## src/rtl/life_pkg.sv

```systemverilog
// Shared widths, FSM state type and winner encodings for the life manager.
package life_pkg;
    localparam int LIFE_W = 7;
    localparam int INV_W  = 8;

    typedef enum logic {PLAYING, OVER} game_state_t;

    localparam logic [1:0] WIN_NONE = 2'b00;
    localparam logic [1:0] WIN_P1   = 2'b01;
    localparam logic [1:0] WIN_P2   = 2'b10;
    localparam logic [1:0] WIN_DRAW = 2'b11;
endpackage

```

## src/rtl/life_player.sv

```systemverilog
// One player's true life, displayed life and invulnerability counter.
module life_player
    import life_pkg::*;
#(
    parameter int LIFE_MAX      = 100,
    parameter int DAMAGE        = 25,
    parameter int HEAL          = 10,
    parameter int INVULN_FRAMES = 60,
    parameter int BLINK_SHIFT   = 2
) (
    input  logic              clk,
    input  logic              reset,
    input  logic              new_frame,
    input  logic              restart,
    input  logic              playing,
    input  logic              hit,
    input  logic              bonus,
    output logic [LIFE_W-1:0] target,
    output logic [LIFE_W-1:0] shown,
    output logic              invuln,
    output logic              blink
);
    localparam logic [LIFE_W-1:0] MAX_L  = LIFE_W'(LIFE_MAX);
    localparam logic [INV_W-1:0]  INV_L  = INV_W'(INVULN_FRAMES);
    localparam logic signed [8:0] DMG_S  = 9'(DAMAGE);
    localparam logic signed [8:0] HEAL_S = 9'(HEAL);

    logic [LIFE_W-1:0] target_q, target_d;
    logic [LIFE_W-1:0] shown_q, shown_d;
    logic [INV_W-1:0]  inv_q, inv_d;
    logic              hit_ok;
    logic signed [8:0] sum;

    always_comb begin
        target_d = target_q;
        shown_d  = shown_q;
        inv_d    = inv_q;
        hit_ok   = playing && hit && (inv_q == '0);
        sum      = $signed({2'b00, target_q});

        if (new_frame) begin
            if (shown_q < target_q)      shown_d = shown_q + 7'd1;
            else if (shown_q > target_q) shown_d = shown_q - 7'd1;
        end

        if (playing) begin
            if (hit_ok) sum = sum - DMG_S;
            if (bonus)  sum = sum + HEAL_S;
            if (sum < 0)                            target_d = '0;
            else if (sum > $signed({2'b00, MAX_L})) target_d = MAX_L;
            else                                    target_d = sum[LIFE_W-1:0];

            // A hit reload takes precedence over the per-frame countdown.
            if (hit_ok)                         inv_d = INV_L;
            else if (new_frame && inv_q != '0)  inv_d = inv_q - 8'd1;
        end

        if (restart) begin
            target_d = MAX_L;
            shown_d  = MAX_L;
            inv_d    = '0;
        end
    end

    always_ff @(posedge clk or posedge reset) begin
        if (reset) begin
            target_q <= MAX_L;
            shown_q  <= MAX_L;
            inv_q    <= '0;
        end else begin
            target_q <= target_d;
            shown_q  <= shown_d;
            inv_q    <= inv_d;
        end
    end

    assign target = target_q;
    assign shown  = shown_q;
    assign invuln = (inv_q != '0);
    assign blink  = invuln && inv_q[BLINK_SHIFT];
endmodule

```

## src/rtl/life_manager.sv

```systemverilog
// Two-player health manager: per-player life, round FSM and winner decision.
module life_manager
    import life_pkg::*;
#(
    parameter int LIFE_MAX      = 100,
    parameter int DAMAGE        = 25,
    parameter int HEAL          = 10,
    parameter int INVULN_FRAMES = 60,
    parameter int BLINK_SHIFT   = 2
) (
    input  logic              clk,
    input  logic              reset,
    input  logic              new_frame,
    input  logic              restart,
    input  logic              hit1,
    input  logic              hit2,
    input  logic              bonus1,
    input  logic              bonus2,
    output logic [LIFE_W-1:0] life1,
    output logic [LIFE_W-1:0] life2,
    output logic              blink1,
    output logic              blink2,
    output logic              invuln1,
    output logic              invuln2,
    output logic              game_over,
    output logic [1:0]        winner
);
    game_state_t       state_q, state_d;
    logic [1:0]        winner_q, winner_d;
    logic              game_over_q;
    logic [LIFE_W-1:0] target1, target2;
    logic              playing;

    assign playing = (state_q == PLAYING);

    life_player #(
        .LIFE_MAX(LIFE_MAX), .DAMAGE(DAMAGE), .HEAL(HEAL),
        .INVULN_FRAMES(INVULN_FRAMES), .BLINK_SHIFT(BLINK_SHIFT)
    ) u_p1 (
        .clk(clk), .reset(reset), .new_frame(new_frame), .restart(restart),
        .playing(playing), .hit(hit1), .bonus(bonus1),
        .target(target1), .shown(life1), .invuln(invuln1), .blink(blink1)
    );

    life_player #(
        .LIFE_MAX(LIFE_MAX), .DAMAGE(DAMAGE), .HEAL(HEAL),
        .INVULN_FRAMES(INVULN_FRAMES), .BLINK_SHIFT(BLINK_SHIFT)
    ) u_p2 (
        .clk(clk), .reset(reset), .new_frame(new_frame), .restart(restart),
        .playing(playing), .hit(hit2), .bonus(bonus2),
        .target(target2), .shown(life2), .invuln(invuln2), .blink(blink2)
    );

    always_comb begin
        state_d  = state_q;
        winner_d = winner_q;
        if (restart) begin
            state_d  = PLAYING;
            winner_d = WIN_NONE;
        end else if (state_q == PLAYING && (target1 == '0 || target2 == '0)) begin
            state_d = OVER;
            if (target1 == '0 && target2 == '0) winner_d = WIN_DRAW;
            else if (target2 == '0)             winner_d = WIN_P1;
            else                                winner_d = WIN_P2;
        end
    end

    always_ff @(posedge clk or posedge reset) begin
        if (reset) begin
            state_q     <= PLAYING;
            winner_q    <= WIN_NONE;
            game_over_q <= 1'b0;
        end else begin
            state_q     <= state_d;
            winner_q    <= winner_d;
            game_over_q <= (state_d == OVER);
        end
    end

    assign game_over = game_over_q;
    assign winner    = winner_q;
endmodule
```

## config.mk

```make
export PLATFORM = sky130hd
export DESIGN_NAME = life_manager
export DESIGN_NICKNAME = d
export VERILOG_FILES = /design/src/rtl/life_pkg.sv /design/src/rtl/life_player.sv /design/src/rtl/life_manager.sv
export SDC_FILE = /design/constraint.sdc
export NUM_CORES = 1
export LEC_CHECK = 0
export CORE_UTILIZATION = 60
export CTS_CLUSTER_SIZE = 10
export DETAILED_ROUTE_END_ITERATION = 10
export GPL_TIMING_DRIVEN = 0
export HOLD_SLACK_MARGIN = 0.03
export PLACE_DENSITY = 0.81
export SLEW_MARGIN = 20
export SYNTH_ARGS = -nofsm -noshare
export SYNTH_HDL_FRONTEND = slang
export SYNTH_SLANG_ARGS = --single-unit
export TNS_END_PERCENT = 5
```

## constraint.sdc

```tcl
create_clock -name clk -period 4.87 [get_ports clk]
set_input_delay 0.974 -clock clk [delete_from_list [all_inputs] [get_ports clk]]
set_output_delay 0.974 -clock clk [all_outputs]
set_load 0.005 [all_outputs]
```

==> results of run 1 <==
-- cell families after synthesis --
group                      after synthesis  synth area share (%)
buffers and inverters                   55                  5.22
muxes                                    7                  1.76
DFF                                     47                  28.9
and+or+nand+nor                        181                  23.2
adders and majority gates               34                  10.7
AOI/OAI and AO/OA                      134                  22.7
xor gates and xnor gates                34                  7.59
-- repair_timing --
item,4_1_cts,5_1_grt
setup buffers,0,0
resized for setup,0,1
setup endpoints to repair,0,4
-- through the flow --
step | setup TNS, ns | util, % | instance area [µm²]
after detailed placement | -0.00211 | 69.3 | 4500
after floorplan | 0 | - | 4120
after global placement | 0 | 69.0 | 4480
final | 0 | 71.0 | 4610
after global routing | 0 | 71.0 | 4610
after CTS | 0 | 70.9 | 4600
-- where the power goes --
part,switching (µW),internal (µW)
sequential,134,514
combinational,1120,908
clock,145,130
total,1400,1550
-- path summary, 6_finish.rpt --
check                                      startpoint                          to  slack (ns)  depth (start not counted)
setup / recovery                                 hit2  u_p2.target[0]$_DFFE_PP0P_        0.40                         13
hold / removal              u_p2.shown[5]$_DFFE_PP1P_   u_p2.shown[5]$_DFFE_PP1P_        0.53                          2
setup reg to reg           u_p1.target[4]$_DFFE_PP0P_   u_p1.shown[6]$_DFFE_PP1P_        0.74                         16
hold reg to reg             u_p2.shown[5]$_DFFE_PP1P_   u_p2.shown[5]$_DFFE_PP1P_        0.53                          2
max in group asynchronous                       reset  u_p1.target[2]$_DFFE_PP1P_        3.33                          3
min in group asynchronous                       reset   u_p2.shown[0]$_DFFE_PP0P_        0.97                          2
-- placed cells by master, fill, tap and decap left out, drive strengths merged, types with 3 or more instances in the layout --
cell and count:
a21o 8, clkdlybuf4s50 26, a211oi 4, o311ai 5, o31ai 8, o21ai 32
a31oi 4, o21a 4, a2111oi 3, nor2 50, nor2b 9, nor3 14
nor3b 3, mux2i 5, o2111ai 7, buf 3, a2bb2oi 3, nand2 34
nand2b 12, xor2 10, clkbuf 21, o211ai 4, or3b 3, or2 3
ha 32, a21oi 27, nand3 17, or4b 3, nor4b 3, dfstp 12
xnor2 24, inv 38, or3 10, nor4 8, o31a 3, nand4 7
a22o 4, dfrtp 35
-- state kept, by name, summed over array words and instances, names as in the netlist --
name         flops
game_over        1
winner           2
u_p2.target      7
u_p2.shown       7
u_p1.target      7
u_p1.inv_q       8
u_p2.inv_q       8
u_p1.shown       7
-- routing by layer --
| metal | part of all wire [%] | wire, µm | GRT usage (%) | vias to the layer above |
|---|---|---|---|---|
| li1 | - | - | - | 1863 |
| met1 | 45 | 4600 | 40.2 | 1872 |
| met2 | 47 | 4770 | 49.6 | 118 |
| met3 | 5.0 | 504 | 3.40 | 25 |
| met4 | 2.6 | 265 | 9.55 | 0 |
| met5 | 0 | 0 | 0 | - |
-- critical path: stages --
cell and delay, ns:
clkdlybuf4s50_1 0.52, or4b_1 0.56, nor3_2 0.46, nand2_1 0.13, xnor2_1 0.21, ha_1 0.29
nor2_1 0.06, mux2i_1 0.29, o2111ai_1 0.17, a2bb2oi_1 0.42, nand3_1 0.15, nor2_1 0.29
a31o_1 0.19
-- cell type report --
class                   instances  area (µm²)
multi-input cells             390        2720
fillers                       501        1890
flip-flops and latches         47        1190
repair buffers                 27         280
inverters                      39         146
clock buffers                   7        96.3
well taps                      77        96.3
plain buffers                  16        68.8
clock inverters                 1        7.51
==> metrics, run 1 <==
Max-Cap Viols 0; Design Power 2950 µW; vias in the first global route 3663; DRC marker count from the first detailed-route iteration 306; worst vdd ir about 500 µV; # port buffers 26; Die Width 84.9 µm; clock-pin slew on the worst setup and hold paths 0.09 ns; Place WS -0.00211 ns; CTS tree yes; area delta synth->final 11.8%; Root Buffer Master clkbuf_8; worst-margin pin slew 0.817 ns; Post-Synthesis Cells 492; Setup WS post-layout slightly below 0.4 ns; non-filler cells, final approximately 600; synth cell count leaders nor2_1, inv_1, dfrtp_1; relative slew slack 45.0%; DR vias 3878; clk buf depth 2; first-pass GRT wire length 17100 µm; post-synthesis sequential area ratio approximately 29%; row cnt 29; remaining antenna violation count 0; core footprint approximately 6500 µm²; failing checks design-rule violations; RSZ-0062 raised after global routing false; TritonCTS Buffers 5; Fmax between 0.2 and 0.25 GHz; GP Congestion 0.965; Async SR Flop Fraction 100%; critical path capture point type register; Post-DP HPWL 7780 µm; Post-route DRC 3; fin. max-slew vios 0; crit-path max FO 7; Post-Syn Nets 534; period utilization 91.8%; total power divided by cell area about 640 nW/µm²; Synth Cell Area ~4100 µm²; cts hold-fix bufs 0; I/O pin total 29; outcome finished with violations; Yosys top cell area share 21.2%; largest net degree at the start of global routing 30; Via density 6.42; CP Class input port to register; GRT Total Usage 29.6%; largest area contributor in the netlist dfrtp_1; library cells used by synthesis 72; Tmin final between 4 and 5 ns; Post-Place Cells 596; DIE AREA slightly above 7000 µm²; fin nets 568; worst hold slack 0.533 ns; HP Class register to register; router iterations before antenna repair 7; Ys Warns 0; nature of the critical path startpoint input port; CTS HTree Levels 2; ant diodes 0; initial antenna violation count 0; Die Y-Extent 84.9 µm; Syn Area/Cell ~8.4 µm²; drt wl/cell between 15 and 20 µm; starting density of the core 63.5%; Pleak 0.00199 µW; flops & latches, synth 47; worst skew pair latency 0.30 ns; CP Data Arrival Time 4.72 ns; Final Hold Vio Count 0; Post-synth EDFFs 0; Main synth FF type dfrtp_1; layout cell share with drive strength beyond 1 roughly 8.5%; Congestion Overflow GR 0; DRT Wirelength 10100 µm; Final Skew approximately 0.0037 ns; most instantiated library cell after synthesis nor2_1; clk sink count 47; largest cells by area after synthesis dfrtp_1, ha_1, dfstp_2, xnor2_1, nor2_1; worst path required time 5.12 ns; Setup violations, final 0
(Power assumes the default switching activity.)
==> run 2: changes to the inputs <==
--- a/config.mk
+++ b/config.mk
@@ -6,6 +6,7 @@
 export NUM_CORES = 1
 export LEC_CHECK = 0
 export CORE_UTILIZATION = 60
+export CTS_CLUSTER_DIAMETER = 150
 export CTS_CLUSTER_SIZE = 10
 export DETAILED_ROUTE_END_ITERATION = 10
 export GPL_TIMING_DRIVEN = 0
==> results of run 2 <==
No change in the layout: final DEF, timing and power equal those of run 1.
